$ cat src/rtl/vendo_pkg.sv
// vendo_pkg: shared constants and helpers for the vendo front end.
// Channel indices set the bit position of each input in every per-channel
// vector and also set arbitration priority: the lower index wins.
package vendo_pkg;

   localparam int CH_P1   = 0;
   localparam int CH_P5   = 1;
   localparam int CH_SELA = 2;
   localparam int CH_SELB = 3;
   localparam int NUM_CH  = 4;

   localparam int VAL_P1  = 1;
   localparam int VAL_P5  = 5;

   localparam int TALLY_W = 8;

   typedef logic [NUM_CH-1:0] ch_vec_t;

   // One-hot grant of the lowest-index (highest-priority) request bit.
   function automatic ch_vec_t prio_grant(input ch_vec_t req);
      ch_vec_t g;
      g = '0;
      for (int i = NUM_CH - 1; i >= 0; i--) begin
         if (req[i]) begin
            g    = '0;
            g[i] = 1'b1;
         end
      end
      return g;
   endfunction

   // Unsigned add that sticks at all-ones instead of wrapping.
   function automatic logic [TALLY_W-1:0] sat_add(input logic [TALLY_W-1:0] a,
                                                 input logic [TALLY_W-1:0] b);
      logic [TALLY_W:0] s;
      s = {1'b0, a} + {1'b0, b};
      return s[TALLY_W] ? '1 : s[TALLY_W-1:0];
   endfunction

endpackage

$ cat src/rtl/vendo_debounce.sv
// vendo_debounce: one input channel of the conditioner.
// 2-FF synchronizer, counter-based debouncer and rising-edge detector.
// The debounced level only flips after DB_CYCLES consecutive synchronized
// samples disagree with it; any agreeing sample restarts the count, so
// contact bounce never reaches the level.
module vendo_debounce #(
   parameter int DB_CYCLES = 4,
   parameter int CNT_W     = 5
) (
   input  logic clk,
   input  logic rst,
   input  logic raw_i,
   output logic rise_o
);

   localparam logic [CNT_W-1:0] CNT_LAST = CNT_W'(DB_CYCLES - 1);
   localparam logic [CNT_W-1:0] CNT_ONE  = CNT_W'(1);

   logic             s1_q, s2_q;
   logic             db_q, db_d;
   logic             db_prev_q;
   logic [CNT_W-1:0] cnt_q, cnt_d;

   // Debounce next state: count disagreeing samples, flip on the last one.
   always_comb begin
      db_d  = db_q;
      cnt_d = cnt_q;
      if (s2_q == db_q) begin
         cnt_d = '0;
      end else if (cnt_q == CNT_LAST) begin
         db_d  = s2_q;
         cnt_d = '0;
      end else begin
         cnt_d = cnt_q + CNT_ONE;
      end
   end

   // Synchronizer chain, debounce state and previous-level register.
   always_ff @(posedge clk) begin
      if (rst) begin
         s1_q      <= 1'b0;
         s2_q      <= 1'b0;
         db_q      <= 1'b0;
         db_prev_q <= 1'b0;
         cnt_q     <= '0;
      end else begin
         s1_q      <= raw_i;
         s2_q      <= s1_q;
         db_q      <= db_d;
         db_prev_q <= db_q;
         cnt_q     <= cnt_d;
      end
   end

   // Only the low-to-high transition of the clean level is an event.
   assign rise_o = db_q & ~db_prev_q;

endmodule

$ cat src/rtl/vendo_input_cond.sv
// vendo_input_cond: conditions the raw coin slots and select buttons into
// clean, mutually exclusive one-cycle pulses for the vendo FSM.
// Optional build macro VENDO_COIN_TALLY_EN adds the coin_total output, a
// saturating peso tally updated together with each coin pulse.
//
// Interface note: there is no valid/ready handshake. Each output is a bare
// one-cycle strobe; the consumer takes it or ignores it, and nothing here
// waits on the consumer.
module vendo_input_cond
   import vendo_pkg::*;
#(
   parameter int DB_CYCLES = 4,
   parameter int CNT_W     = 5
) (
   input  logic clk,
   input  logic rst,
   input  logic p_1_raw,
   input  logic p_5_raw,
   input  logic sel_A_raw,
   input  logic sel_B_raw,
   output logic p_1,
   output logic p_5,
   output logic sel_A,
   output logic sel_B,
   output logic overrun
`ifdef VENDO_COIN_TALLY_EN
   ,
   output logic [TALLY_W-1:0] coin_total
`endif
);

   ch_vec_t raw_vec;
   ch_vec_t rise;
   ch_vec_t grant;
   ch_vec_t pend_q, pend_d;
   ch_vec_t pulse_q, pulse_d;
   logic    overrun_q, overrun_d;

   assign raw_vec[CH_P1]   = p_1_raw;
   assign raw_vec[CH_P5]   = p_5_raw;
   assign raw_vec[CH_SELA] = sel_A_raw;
   assign raw_vec[CH_SELB] = sel_B_raw;

   // One synchronizer/debouncer/edge detector per input channel.
   for (genvar g = 0; g < NUM_CH; g++) begin : g_ch
      vendo_debounce #(
         .DB_CYCLES(DB_CYCLES),
         .CNT_W    (CNT_W)
      ) u_db (
         .clk   (clk),
         .rst   (rst),
         .raw_i (raw_vec[g]),
         .rise_o(rise[g])
      );
   end

   // Pending set/clear, fixed-priority grant and overrun detection.
   // A rise on the channel being granted this cycle re-arms its pending
   // bit, so that press becomes a second pulse rather than an overrun.
   always_comb begin
      grant     = prio_grant(pend_q);
      pend_d    = (pend_q & ~grant) | rise;
      pulse_d   = grant;
      overrun_d = |(rise & pend_q & ~grant);
   end

   // Pending bits and registered output strobes.
   always_ff @(posedge clk) begin
      if (rst) begin
         pend_q    <= '0;
         pulse_q   <= '0;
         overrun_q <= 1'b0;
      end else begin
         pend_q    <= pend_d;
         pulse_q   <= pulse_d;
         overrun_q <= overrun_d;
      end
   end

   assign p_1     = pulse_q[CH_P1];
   assign p_5     = pulse_q[CH_P5];
   assign sel_A   = pulse_q[CH_SELA];
   assign sel_B   = pulse_q[CH_SELB];
   assign overrun = overrun_q;

`ifdef VENDO_COIN_TALLY_EN
   logic [TALLY_W-1:0] tally_q, tally_d;
   logic [TALLY_W-1:0] tally_inc;

   // Tally next state: keyed off the same grant that loads the pulse
   // register, so the new total appears in the same cycle as the pulse.
   always_comb begin
      tally_inc = '0;
      if (grant[CH_P1]) begin
         tally_inc = TALLY_W'(VAL_P1);
      end else if (grant[CH_P5]) begin
         tally_inc = TALLY_W'(VAL_P5);
      end
      tally_d = sat_add(tally_q, tally_inc);
   end

   // Tally register.
   always_ff @(posedge clk) begin
      if (rst) begin
         tally_q <= '0;
      end else begin
         tally_q <= tally_d;
      end
   end

   assign coin_total = tally_q;
`endif

endmodule

$ cat config.mk
export PLATFORM = sky130hd
export DESIGN_NAME = vendo_input_cond
export DESIGN_NICKNAME = d
export VERILOG_FILES = /design/src/rtl/vendo_pkg.sv /design/src/rtl/vendo_debounce.sv /design/src/rtl/vendo_input_cond.sv
export SDC_FILE = /design/constraint.sdc
export NUM_CORES = 1
export LEC_CHECK = 0
export BUFFER_PORTS_ARGS = -buffer_cell sky130_fd_sc_hd__buf_2
export CAP_MARGIN = 30
export CORE_MARGIN = 2
export CORE_UTILIZATION = 28
export DETAILED_ROUTE_END_ITERATION = 8
export SYNTH_ARGS = -nofsm -noshare
export SYNTH_HDL_FRONTEND = slang
export SYNTH_SLANG_ARGS = --single-unit
$ cat constraint.sdc
create_clock -name clk -period 3.4 [get_ports clk]
set_input_delay 0.51 -clock clk [delete_from_list [all_inputs] [get_ports clk]]
set_output_delay 0.51 -clock clk [all_outputs]
set_load 0.005 [all_outputs]
==> impl_metrics.csv <==
group,metric,value,unit
clock_tree,cts_root_buffer,"clkbuf_8",
placed_design,io_buffers,10,
grt,grt_pass1_wl,3900,um
clock_tree,htreeDepth,2,
sta,fmax,734,MHz
critical_path,cp-start-kind,"flip-flop",
pwr,clockPowerShare,41.9,%
grt,grt_max_degree,34,
logic_synthesis,syn-mean-instance-area,10.8,um2
critical_path,crit_family,"simple AND/OR/NAND/NOR gates",
logic_synthesis,yosys.area.top_type,"dfxtp_1",
critical_path,path_cells,"ha_1, nor4b_1, or3_1, nor2_1",
sta,slew_viol_final,0,
grt,antenna_found_initial,0,
pwr,seq_power_share,56.3,%
grt,grt-ovfl-total,0,
critical_path,crit_cells,4,
routing,num_vias,948,
sta,fin_setup_tns,0,ps
routing,dr.pass1.iters,3,
run,max_cap_viol_count,0,
grt,grt_use_total,8.30,%
placed_design,hpwl,1480,um
floorplan,start_util,28.7,%
clock_tree,cts_setup_buffers,0,
layout,final_common_cell,"dfxtp_1",
routing,postRouteAntennaNets,0,
routing,drc,0,
layout,drive_gt1_share,12.4,%
logic_synthesis,synth_top_cell_area_share,57.4,%
floorplan,core,5470,um2
logic_synthesis,synth_enable_flop_cells,0,
clock_tree,cts_tree,"yes",
clock_tree,cts_resized,0,
logic_synthesis,synth_area_leaders,"dfxtp_1 57%, nor2b_1 6.0%, nor2_1 5.0%",
layout,diodes,0,
placed_design,gp_congestion,0.720,
critical_path,crit_fanout,4,
layout,final_util,33.0,%
layout,syn_to_final_growth,15.1,%
pwr,p_sw,0.190,mW
floorplan,ioPinCount,11,
critical_path,crit_type,"flip-flop to flip-flop",
layout,multi_input_comb_area,641,um2
pwr,sw_frac_of_total,20.0,%
critical_path,crit_buf_inv,0,
sta,worst_pin_slew,544,ps
pwr,p_int,0.760,mW
pwr,max-vdd-ir-drop,0.000204,V
clock_tree,path_clk_slew,80,ps
clock_tree,cts_buffers,5,
critical_path,rr_startpoint,"g_ch[2].u_db.cnt_q[0]$_SDFF_PP0_",
routing,vias_per_cell,4.07,
pwr,power_density,526,nW/um2
sta,fin_crit,1360,ps
critical_path,critical_path.slowest_cell,"nor4b_1",
sta,timing.final.crit_share,40.1,%
logic_synthesis,syn_nets,156,
logic_synthesis,seq_area_frac_synth,57.4,%
critical_path,max_stage_delay,400,ps
outcome,run_status,"complete, no violations",
layout,fill_cells,577,
sta,hold_viol_final,0,
layout,layout_common_cells,"45 x dfxtp_1, 21 x nor2_1, 15 x nor2b_1",
sta,fin_skew,8.11,ps
critical_path,regToRegSetupSlack,2040,ps
floorplan,fp.dieArea,6220,um2
logic_synthesis,postSynth.asyncResetShare,0,%
floorplan,die_h,78.9,um
logic_synthesis,synthFlopType,"dfxtp_1",
critical_path,critPathArrivalTime,1550,ps
critical_path,critPathLaunch,"g_ch[2].u_db.cnt_q[0]$_SDFF_PP0_",
logic_synthesis,syn-instance-count,146,
sta,rsz0062_at_grt,"false",
pwr,pwr-share-comb,1.8,%
critical_path,critPathRequiredTime,3590,ps
sta,slew_headroom,63.7,%
critical_path,r2r-end,"g_ch[2].u_db.cnt_q[2]$_SDFF_PP0_",
logic_synthesis,yosys_warnings,0,
routing,detail_route.wl_per_cell,9.32,um
clock_tree,clk_path_buf_depth,2,
floorplan,die_w,78.9,um
logic_synthesis,synth-seq-cells,45,
routing,routed_wl,2170,um
pwr,p_leak,0.688,nW
clock_tree,cts_sinks,45,
grt,grt_pass1_vias,944,
critical_path,endpoint,"g_ch[2].u_db.cnt_q[2]$_SDFF_PP0_",
clock_tree,clkLatencyLatePin,300,ps
clock_tree,cts-hold-fix-buffers,0,
logic_synthesis,synthesis.area,1570,um2
layout,nets,170,
floorplan,num_rows,27,
min_path,hold_class,"flip-flop to flip-flop",
critical_path,r2r_cells,4,
layout,regArea,901,um2
critical_path,cp-end-kind,"flip-flop",
logic_synthesis,yosys.cell_types.count,26,
routing,drt_iter0_markers,32,
sta,final-setup-viol-count,0,
## per-layer routing
layer	up-vias	GRT usage [%]	part of all wire, %
li1	512	-	-
met1	413	8.67	48
met2	15	13.2	43
met3	8	2.84	4.5
met4	0	7.24	4.4
met5	-	0	0
## synth_stat cells (2+ instances only)
master	instances
a21oi_1	3
and3b_1	2
buf_2	2
dfxtp_1	45
ha_1	4
inv_1	4
mux2i_1	4
nand2b_1	2
nand3_1	8
nor2_1	21
nor2b_1	15
nor3_1	4
nor4b_1	3
nor4b_2	2
or3_1	2
xnor2_1	8
xor2_1	8
## cell type report
class / count / area share [%]
clock inverter: 2 / 2.15
inverter: 4 / 0.830
tap: 72 / 4.98
multi-input combinational: 94 / 35.4
clock buffer: 6 / 4.01
sequential: 45 / 49.8
timing repair buffer: 10 / 2.77
## cells by family after synthesis
family | share of synthesized area (%)
buf+inv | 1.83
mux | 2.55
xor+xnor | 8.92
flops | 57.4
compound gates | 2.39
fa+ha+maj | 3.19
simple gates | 23.7
## worst reg2reg max path, stage by stage (launching register included)
cell and delay [ps]:
dfxtp_1 350, ha_1 200, nor4b_1 400, or3_1 250, nor2_1 60
## power groups by stage
stage,registers (mW),logic [mW],clock network [mW]
3_5_place_dp,0.547,0.0176,0
6_report,0.535,0.0172,0.398
4_1_cts,0.535,0.0176,0.412
3_3_place_gp,0.547,0.0170,0
5_1_grt,0.536,0.0197,0.432
2_1_floorplan,0.547,0.0126,0
## flip-flops by register name, indices dropped and copies added (netlist names)
| register | count |
|---|---|
| g_ch.u_db.db_prev_q | 4 |
| g_ch.u_db.db_q | 4 |
| pend_q | 4 |
| g_ch.u_db.cnt_q | 20 |
| pulse_q | 4 |
| overrun | 1 |
| g_ch.u_db.s2_q | 4 |
| g_ch.u_db.s1_q | 4 |
## how the worst min path moves through the flow
stage                                       from                   end  slack (ps)  cells after the start
3_5_place_dp   g_ch[0].u_db.db_prev_q$_SDFF_PP0_  pend_q[0]$_SDFF_PP0_         370                      1
6_report       g_ch[0].u_db.db_prev_q$_SDFF_PP0_  pend_q[0]$_SDFF_PP0_         390                      1
2_1_floorplan  g_ch[0].u_db.db_prev_q$_SDFF_PP0_  pend_q[0]$_SDFF_PP0_         370                      1
4_1_cts        g_ch[0].u_db.db_prev_q$_SDFF_PP0_  pend_q[0]$_SDFF_PP0_         390                      1
3_3_place_gp   g_ch[0].u_db.db_prev_q$_SDFF_PP0_  pend_q[0]$_SDFF_PP0_         370                      1
5_1_grt        g_ch[0].u_db.db_prev_q$_SDFF_PP0_  pend_q[0]$_SDFF_PP0_         390                      1
## metrics by stage
stage | setup slack [ps] | power (mW) | hold slack [ps] | area (um2) | instances
floorplan | 2150 | 0.560 | 367 | 1570 | 146
global placement | 1850 | 0.564 | 372 | 1700 | 225
detailed placement | 1830 | 0.565 | 374 | 1700 | 225
CTS | 2020 | 0.965 | 386 | 1810 | 233
global route | 1850 | 0.988 | 392 | 1810 | 233
finish | 2040 | 0.950 | 386 | 1810 | 233
No activity file was read; power rests on OpenSTA's default activity.
